<file path="src/rtl/bus_dma_if.sv">
// Bus initiator/target signal bundle for bus_dma: one request channel
// (req/we/addr/be/wdata, accepted on ack) plus a single read response.
interface bus_dma_if;
  logic        bus_req_o;
  logic        bus_we_o;
  logic [31:0] bus_addr_bo;
  logic [3:0]  bus_be_bo;
  logic [31:0] bus_wdata_bo;
  logic        bus_ack_i;
  logic        bus_resp_i;
  logic [31:0] bus_rdata_bi;

  modport master (
    output bus_req_o, bus_we_o, bus_addr_bo, bus_be_bo, bus_wdata_bo,
    input  bus_ack_i, bus_resp_i, bus_rdata_bi
  );

  modport slave (
    input  bus_req_o, bus_we_o, bus_addr_bo, bus_be_bo, bus_wdata_bo,
    output bus_ack_i, bus_resp_i, bus_rdata_bi
  );
endinterface

</file>
<file path="src/rtl/bus_dma.sv">
// Word-copy DMA: reads len words from src and writes them to dst, one read in flight.
// Optional read-response timeout enabled by defining BUS_DMA_TIMEOUT_EN.
module bus_dma #(
  parameter int unsigned TIMEOUT_CYCLES = 1024
) (
  input  logic        clk_i,
  input  logic        rst_i,
  input  logic        start_i,
  input  logic [31:0] src_addr_i,
  input  logic [31:0] dst_addr_i,
  input  logic [15:0] len_i,
  output logic        busy_o,
  output logic        done_o,
  output logic        err_o,
  output logic [15:0] words_left_o,
  bus_dma_if.master   bus
);

  typedef enum logic [2:0] {IDLE, RD_REQ, RD_WAIT, WR_REQ, DONE} state_e;

  state_e      state_q, state_d;
  logic [31:0] src_q, src_d;
  logic [31:0] dst_q, dst_d;
  logic [15:0] left_q, left_d;
  logic        req_q, req_d;
  logic        we_q, we_d;
  logic [31:0] addr_q, addr_d;
  logic [3:0]  be_q, be_d;
  logic [31:0] wdata_q, wdata_d;
  logic        err_q, err_d;
`ifdef BUS_DMA_TIMEOUT_EN
  logic [31:0] tmo_q, tmo_d;
`else
  logic [31:0] unused_tmo;
  assign unused_tmo = TIMEOUT_CYCLES;
`endif

  logic unused_lsbs;
  assign unused_lsbs = ^{src_addr_i[1:0], dst_addr_i[1:0]};

  always_comb begin
    state_d = state_q;
    src_d   = src_q;
    dst_d   = dst_q;
    left_d  = left_q;
    err_d   = err_q;
    req_d   = 1'b0;
    we_d    = we_q;
    addr_d  = addr_q;
    be_d    = be_q;
    wdata_d = wdata_q;
`ifdef BUS_DMA_TIMEOUT_EN
    tmo_d   = '0;
`endif
    case (state_q)
      IDLE: if (start_i) begin
        src_d   = {src_addr_i[31:2], 2'b00};
        dst_d   = {dst_addr_i[31:2], 2'b00};
        left_d  = len_i;
        err_d   = 1'b0;
        state_d = (len_i == 16'd0) ? DONE : RD_REQ;
      end
      RD_REQ: if (bus.bus_ack_i) state_d = RD_WAIT;
      RD_WAIT: begin
        if (bus.bus_resp_i) begin
          wdata_d = bus.bus_rdata_bi;
          state_d = WR_REQ;
        end
`ifdef BUS_DMA_TIMEOUT_EN
        else if (tmo_q == TIMEOUT_CYCLES - 1) begin
          err_d   = 1'b1;
          state_d = DONE;
        end else begin
          tmo_d = tmo_q + 32'd1;
        end
`endif
      end
      WR_REQ: if (bus.bus_ack_i) begin
        src_d   = src_q + 32'd4;
        dst_d   = dst_q + 32'd4;
        left_d  = left_q - 16'd1;
        state_d = (left_q == 16'd1) ? DONE : RD_REQ;
      end
      DONE:    state_d = IDLE;
      default: state_d = IDLE;
    endcase

    // Bus fields are registered from the next state so they are glitch-free and
    // naturally hold through stalls and idle states.
    case (state_d)
      RD_REQ: begin
        req_d  = 1'b1;
        we_d   = 1'b0;
        addr_d = src_d;
        be_d   = 4'hF;
      end
      WR_REQ: begin
        req_d  = 1'b1;
        we_d   = 1'b1;
        addr_d = dst_d;
        be_d   = 4'hF;
      end
      default: ;
    endcase
  end

  always_ff @(posedge clk_i or posedge rst_i) begin
    if (rst_i) begin
      state_q <= IDLE;
      src_q   <= '0;
      dst_q   <= '0;
      left_q  <= '0;
      err_q   <= 1'b0;
      req_q   <= 1'b0;
      we_q    <= 1'b0;
      addr_q  <= '0;
      be_q    <= '0;
      wdata_q <= '0;
`ifdef BUS_DMA_TIMEOUT_EN
      tmo_q   <= '0;
`endif
    end else begin
      state_q <= state_d;
      src_q   <= src_d;
      dst_q   <= dst_d;
      left_q  <= left_d;
      err_q   <= err_d;
      req_q   <= req_d;
      we_q    <= we_d;
      addr_q  <= addr_d;
      be_q    <= be_d;
      wdata_q <= wdata_d;
`ifdef BUS_DMA_TIMEOUT_EN
      tmo_q   <= tmo_d;
`endif
    end
  end

  assign busy_o           = (state_q != IDLE);
  assign done_o           = (state_q == DONE);
  assign err_o            = err_q;
  assign words_left_o     = left_q;
  assign bus.bus_req_o    = req_q;
  assign bus.bus_we_o     = we_q;
  assign bus.bus_addr_bo  = addr_q;
  assign bus.bus_be_bo    = be_q;
  assign bus.bus_wdata_bo = wdata_q;

endmodule

</file>
<file path="src/flat_wrapper.sv">
// flat-port wrapper written by rule: the top's interface ports become plain ports
module bus_dma_flat 
#(
  parameter int unsigned TIMEOUT_CYCLES = 1024
)
  (clk_i, rst_i, start_i, src_addr_i, dst_addr_i, len_i, busy_o, done_o, err_o, words_left_o, bus_bus_req_o, bus_bus_we_o, bus_bus_addr_bo, bus_bus_be_bo, bus_bus_wdata_bo, bus_bus_ack_i, bus_bus_resp_i, bus_bus_rdata_bi);
  bus_dma_if bus_i ();
  input  logic clk_i;
  input  logic rst_i;
  input  logic start_i;
  input  logic [31:0] src_addr_i;
  input  logic [31:0] dst_addr_i;
  input  logic [15:0] len_i;
  output logic busy_o;
  output logic done_o;
  output logic err_o;
  output logic [15:0] words_left_o;
  output wire logic [$bits(bus_i.bus_req_o)-1:0] bus_bus_req_o;
  output wire logic [$bits(bus_i.bus_we_o)-1:0] bus_bus_we_o;
  output wire logic [$bits(bus_i.bus_addr_bo)-1:0] bus_bus_addr_bo;
  output wire logic [$bits(bus_i.bus_be_bo)-1:0] bus_bus_be_bo;
  output wire logic [$bits(bus_i.bus_wdata_bo)-1:0] bus_bus_wdata_bo;
  input wire logic [$bits(bus_i.bus_ack_i)-1:0] bus_bus_ack_i;
  input wire logic [$bits(bus_i.bus_resp_i)-1:0] bus_bus_resp_i;
  input wire logic [$bits(bus_i.bus_rdata_bi)-1:0] bus_bus_rdata_bi;
  assign bus_bus_req_o = bus_i.bus_req_o;
  assign bus_bus_we_o = bus_i.bus_we_o;
  assign bus_bus_addr_bo = bus_i.bus_addr_bo;
  assign bus_bus_be_bo = bus_i.bus_be_bo;
  assign bus_bus_wdata_bo = bus_i.bus_wdata_bo;
  assign bus_i.bus_ack_i = bus_bus_ack_i;
  assign bus_i.bus_resp_i = bus_bus_resp_i;
  assign bus_i.bus_rdata_bi = bus_bus_rdata_bi;
  bus_dma #(.TIMEOUT_CYCLES(TIMEOUT_CYCLES)) u_core (.clk_i(clk_i), .rst_i(rst_i), .start_i(start_i), .src_addr_i(src_addr_i), .dst_addr_i(dst_addr_i), .len_i(len_i), .busy_o(busy_o), .done_o(done_o), .err_o(err_o), .words_left_o(words_left_o), .bus(bus_i));
endmodule
</file>
<file path="config.mk">
export PLATFORM = sky130hd
export DESIGN_NAME = bus_dma_flat
export DESIGN_NICKNAME = d
export VERILOG_FILES = /design/src/rtl/bus_dma_if.sv /design/src/rtl/bus_dma.sv /design/src/flat_wrapper.sv
export SDC_FILE = /design/constraint.sdc
export NUM_CORES = 1
export LEC_CHECK = 0
export BUFFER_PORTS_ARGS = -buffer_cell sky130_fd_sc_hd__buf_2
export CORE_UTILIZATION = 40
export CTS_CLUSTER_SIZE = 40
export DETAILED_ROUTE_END_ITERATION = 8
export GPL_TIMING_DRIVEN = 0
export MAX_ROUTING_LAYER = met4
export PLACE_DENSITY = 0.71
export SETUP_SLACK_MARGIN = 0.4
export SYNTH_ARGS = -nofsm -noshare
export SYNTH_HDL_FRONTEND = slang
export SYNTH_SLANG_ARGS = --single-unit
export TNS_END_PERCENT = 10
</file>
<file path="constraint.sdc">
create_clock -name clk_i -period 5.2 [get_ports clk_i]
set_clock_uncertainty 0.2 [all_clocks]
set_input_delay 0.26 -clock clk_i [delete_from_list [all_inputs] [get_ports clk_i]]
set_output_delay 0.26 -clock clk_i [all_outputs]
set_load 0.05 [all_outputs]
</file>
Word-level counts from Yosys, hierarchy flattened
Index checks and enable logic that the tools add are counted.
Operators by class
  reductions and logical operators: 8
  equality and inequality tests: 9
  add/sub/neg operators: 3
  muxes and demuxes: 19
Operator list (number)
  $pmux W32 S2: 3
  $mux W32: 4
  $add A32 B3 Y32 const B: 2
  $mux W16: 2
  $pmux W16 S2: 1
  $mux W3: 6
  $eq A16 B1 Y1 const B: 1
  $logic_not A16 Y1: 1
  $sub A16 B1 Y16 const B: 1
  $pmux W3 S4: 1
  $eq A3 B2 Y1 const B: 3
  $eq A3 B1 Y1 const B: 2
  $ne A2 B2 Y1 const B: 2
  $reduce_bool A2 Y1: 2
  $eq A3 B3 Y1 const B: 1
  $logic_not A3 Y1: 1
  $reduce_and A3 Y1: 1
  $reduce_bool A3 Y1: 1
  $pmux W1 S2: 1
  $reduce_and A2 Y1: 1
  $reduce_or A2 Y1: 1
  $mux W1: 1
Word-level totals
  input bits: 117
  flip-flop bits (word level): 150
  word-level logic and storage cells: 48

Longest topological paths before layout
  word-level depth: 7
  gate-level depth with buffers: 9

Worst setup path after synthesis
Ideal clock, no wire load.
  path kind: register to register
  start point: reg u_core.left_q[6] (netlist: u_core.words_left_o[6])
  end point: reg u_core.addr_q[13] (netlist: u_core.bus.bus_addr_bo[13])
  cell stages (with the launch flop): 9
  path buffers: 2
  setup slack: 2.553 ns
  setup time: 0.123 ns
  period minus slack after synthesis: 2.647 ns
  data arrival time: 2.324 ns
  path through: dfrtp_1 -> or3_1 -> clkbuf_1 -> nor2_1 -> a31oi_1 -> nor2_1 -> inv_1 -> clkbuf_1 -> o221a_2
On the way
  cells in the longest elaborated chain, start to end: 6
Ends and longest elaborated chain
  start: declaration: RTL line bus_dma.sv:24  | logic [15:0] left_q, left_d;
  start signal: assignment: RTL line bus_dma.sv:126  | left_q <= left_d;
  $eq A16 B1 Y1 *: RTL line bus_dma.sv:82  | state_d = (left_q == 16'd1) ? DONE : RD_REQ;
  $mux W3 *: RTL line bus_dma.sv:82
  $mux W3 *: RTL line bus_dma.sv:78  | WR_REQ: if (bus.bus_ack_i) begin
  $pmux W3 S4 *: RTL line bus_dma.sv:55  | case (state_q)
  $eq A3 B2 Y1 or $eq A3 B1 Y1 (tied branches): RTL line bus_dma.sv:90  | case (state_d)
  $pmux W32 S2 or $reduce_bool A2 Y1 (tied branches)
  end signal: assignment: RTL line bus_dma.sv:130  | addr_q <= addr_d;
  end: declaration: RTL line bus_dma.sv:27  | logic [31:0] addr_q, addr_d;
Every way passes the cells marked *; elsewhere a longest branch is shown, timed or not.
A chain may end at the register's enable or synchronous reset.

Worst setup path after layout
  start point: reg u_core.state_q[1]
  end point: reg u_core.addr_q[12] (netlist: u_core.bus.bus_addr_bo[12])
RTL lines
  start: declaration: RTL line bus_dma.sv:21  | state_e state_q, state_d;
  start signal: assignment: RTL line bus_dma.sv:123  | state_q <= state_d;
  $eq A3 B2 Y1 or $logic_not A3 Y1 (tied branches): RTL line bus_dma.sv:55
  $pmux W32 S2 *: RTL line bus_dma.sv:55
  named net u_core.dst_d[12]: RTL line bus_dma.sv:23  | logic [31:0] dst_q, dst_d;
  $pmux W32 S2 *: RTL line bus_dma.sv:90
The timed path passes the listed nets; every way through them passes the cells marked *.

==> flow_summary_export.csv <==
group,metric,value,unit
outcome,status,"finished clean",
synth,syn_area_per_cell,9.47,um2
run,cap_viol_max_count,0,
sta,slew_headroom,0.351,
floorplan,io_pins,206,
worst_setup_path,end_kind,"register",
global_route,overflow,0,
floorplan,die_width,143,um
clocking,root_buffer,"clkbuf_16",
global_route,grt_max_degree,96,
worst_setup_path,timing.critical_path.from_type,"register",
sta,drv_slew,0,
global_route,grt_usage,0.308,
hold_path,hold_path_class,"input port to register",
clocking,cts-htree-levels,4,
clocking,postCtsSetupBuffers,0,
global_route,grt_antenna_before_repair,0,
sta,rsz0062_at_grt,"false",
clocking,cts_resized,0,
synth,syn_area,0.00796,mm2
clocking,cts_tree,"yes",
worst_setup_path,r2r_cells,8,
worst_setup_path,critPathSlowestCell,"nor4b_4",
detailed_routing,drcViolationCount,0,
detailed_routing,wl_per_cell,20.7,um
worst_setup_path,r2r_end,"u_core.bus.bus_addr_bo[12]",
clocking,cts_sinks,150,
power,vdd_drop_max,0.000556,V
synth,yosysSeqAreaShare,0.472,
power,p_comb_frac,0.528,
layout,multi_input_area,0.00392,mm2
global_route,grt_pass1_wl,45700,um
power,power.share.clock,0.174,
layout,fill_cells,1726,
power,powerDensity,668,mW/mm2
place,numPortBuffers,200,
power,p_int,0.00352,W
place,hpwl,20400,um
worst_setup_path,max_stage_delay,690,ps
sta,hold_viol,0,
synth,async_reset_ff_frac,1.00,
synth,yosysWarnings,0,
clocking,clk_latency,440,ps
sta,period_share,0.669,
power,power.leakage,4.84,nW
power,totalPowerFinal,0.00732,W
sta,max_slew.worst_pin.slew,964,ps
power,power_switching,0.00379,W
clocking,ctsHoldBuffers,104,
synth,yosysUniqueCellTypes,71,
power,switching_share,0.519,
worst_setup_path,critPathKind,"register to register",
synth,ys_ff_latch,150,
worst_setup_path,crit_chain,"buf_1 -> nor4b_4 -> clkbuf_1 -> clkbuf_1 -> nand2_1 -> o311ai_0 -> a22oi_1 -> nand2_1",
sta,layout_setup_ws,1720,ps
clocking,cts_max_path_buffers,2,
detailed_routing,drtIter0Drc,811,
worst_setup_path,ff2ff_setup_slack,1720,ps
detailed_routing,viasPerCell,5.92,
hold_path,hold_start,"src_addr_i[20]",
sta,setup-violations-final,0,
clocking,path_clk_slew,70,ps
global_route,grt_pass1_vias,8198,
layout,regArea,0.00375,mm2
place,place_congestion,0.984,
hold_path,hold_depth,4,
worst_setup_path,worst_ep_arrival_time,3650,ps
clocking,numCtsBuffers,17,
layout,nets,1286,
layout,antenna_cells,0,
floorplan,num_rows,51,
sta,layout_min_cycle_time,3480,ps
power,p_seq_frac,0.298,
detailed_routing,detail_route.wirelength,29900,um
sta,max_clock_freq,0.288,GHz
synth,syn_inst,841,
detailed_routing,dr.pass1.iters,5,
layout,area_delta_synth_final,37.7,%
floorplan,fp.dieH,143,um
worst_setup_path,cp_max_fo,10,
detailed_routing,detail-route-antenna-nets,0,
synth,synth_edf_count,0,
floorplan,initial_utilization,0.409,
floorplan,coreArea,0.0195,mm2
floorplan,die_area,0.0205,mm2
synth,ys.flop_type,"dfrtp_1",
detailed_routing,vias,8544,
place,dpl_worst_slack,1870,ps
hold_path,whs_endpoint,"u_core.src_q[20]",
synth,synthesis.nets,962,
worst_setup_path,r2r-start,"u_core.state_q[1]",
layout,drive_gt1_frac,0.253,
worst_setup_path,required,5370,ps
==> stage by stage <==
step                      area [um2]  hold slack [ps]  utilization  TNS, ps  instances
after floorplan                 7960              172            -        0        841
after global placement          9290              259        0.477  -175840       1306
after detailed placement        9330              267        0.479        0       1307
after CTS                      11000             2.99        0.563        0       1443
after global routing           11000             43.5        0.563        0       1443
final                          11000             22.0        0.563        0       1443
==> cell families after synthesis <==
logic type | count (synthesis) | synth area share
multiplexers | 33 | 0.0465
adder cells (fa/ha/maj) | 4 | 0.00629
flip-flops | 150 | 0.472
XOR/XNOR | 8 | 0.00880
other | 1 | 0.000471
AND/OR/NAND/NOR | 341 | 0.219
AO/OA/AOI/OAI | 235 | 0.211
buffers and inverters | 69 | 0.0360
==> Yosys cell counts (8+ instances only) <==
cell	instances	share of area
dfrtp_1	150	0.47
nand2_1	106	0.050
nor2_1	56	0.026
o21ai_0	51	0.032
nand3_1	41	0.026
a21oi_1	40	0.025
clkbuf_1	40	0.019
mux2_2	32	0.045
nand4_1	26	0.020
nor3_1	23	0.014
nor4_1	21	0.017
a221o_1	20	0.025
a22oi_1	17	0.016
o311ai_0	17	0.019
or3_1	12	0.0094
and2_1	10	0.0079
inv_1	10	0.0047
buf_2	9	0.0057
o211ai_1	9	0.0085
a22o_1	8	0.0088
or4_1	8	0.0075
==> state kept, by name, summed over array words and instances (netlist names) <==
signal and cells:
u_core.bus.bus_we_o 1, u_core.src_q 32, u_core.bus.bus_addr_bo 32, u_core.dst_q 32, u_core.words_left_o 16, u_core.bus.bus_req_o 1, u_core.bus.bus_wdata_bo 32, u_core.state_q 3
u_core.bus.bus_be_bo 1
==> power groups by stage <==
stage          sequential (W)  combinational, W  clock (W)
3_5_place_dp          0.00216           0.00374          0
5_1_grt               0.00226           0.00411    0.00133
6_report              0.00218           0.00386    0.00127
3_3_place_gp          0.00215           0.00369          0
2_1_floorplan         0.00309           0.00165          0
4_1_cts               0.00215           0.00381    0.00128
==> cells in the final DEF (no fill, tap or decap), types with 7 or more instances in the layout <==
cell type	instances
inv_6	7
o311ai_0	17
clkbuf_16	17
or3_1	12
and2_1	10
a22oi_1	17
o21ai_0	51
a22o_1	8
a21oi_1	40
a221o_1	20
dfrtp_1	150
a31oi_1	7
clkbuf_1	40
or4_1	8
nand2_1	106
inv_1	9
nor3_1	23
dlygate4sd3_1	104
nor4_1	21
buf_2	209
a211o_1	7
mux2_2	32
o211ai_1	9
nand4_1	26
nor2_1	56
o22ai_1	7
nand3_1	41
==> worst max-delay path: cells and delay by family, from the launching register on <==
family          cells  cell delay, ps
buf+inv             3            1380
flops               1             410
simple gates        3             980
compound gates      2             430
==> layer usage <==
layer  GRT usage  share of wire  up-vias
met1       0.396           0.42     4149
li1            -              -     3849
met2       0.470           0.46      481
met3      0.0681          0.089       65
met5           -              0        -
met4       0.122          0.028        0
==> final cells by class <==
type / count / share of cell area
repair buffers: 305 / 0.189
multi-input cells: 622 / 0.358
clock inverters: 15 / 0.0153
flip-flops and latches: 150 / 0.343
clock buffers: 17 / 0.0388
well taps: 265 / 0.0303
inverters: 10 / 0.00388
plain buffers: 59 / 0.0227
==> how the worst max path moves through the flow <==
| stage | startpoint | to | slack, ps | depth (start not counted) |
|---|---|---|---|---|
| finish | u_core.state_q[1] | u_core.bus.bus_addr_bo[12] | 1720 | 8 |
| global route | u_core.state_q[1] | u_core.bus.bus_addr_bo[12] | 1610 | 8 |
| CTS | u_core.state_q[1] | u_core.bus.bus_addr_bo[12] | 1830 | 8 |
| detailed placement | u_core.state_q[1] | u_core.bus.bus_addr_bo[12] | 1870 | 8 |
| global placement | rst_i | u_core.src_q[26] | -1180 | 2 |
| floorplan | rst_i | u_core.bus.bus_addr_bo[0] | 700 | 1 |
Power figures use the tool's default switching activity.
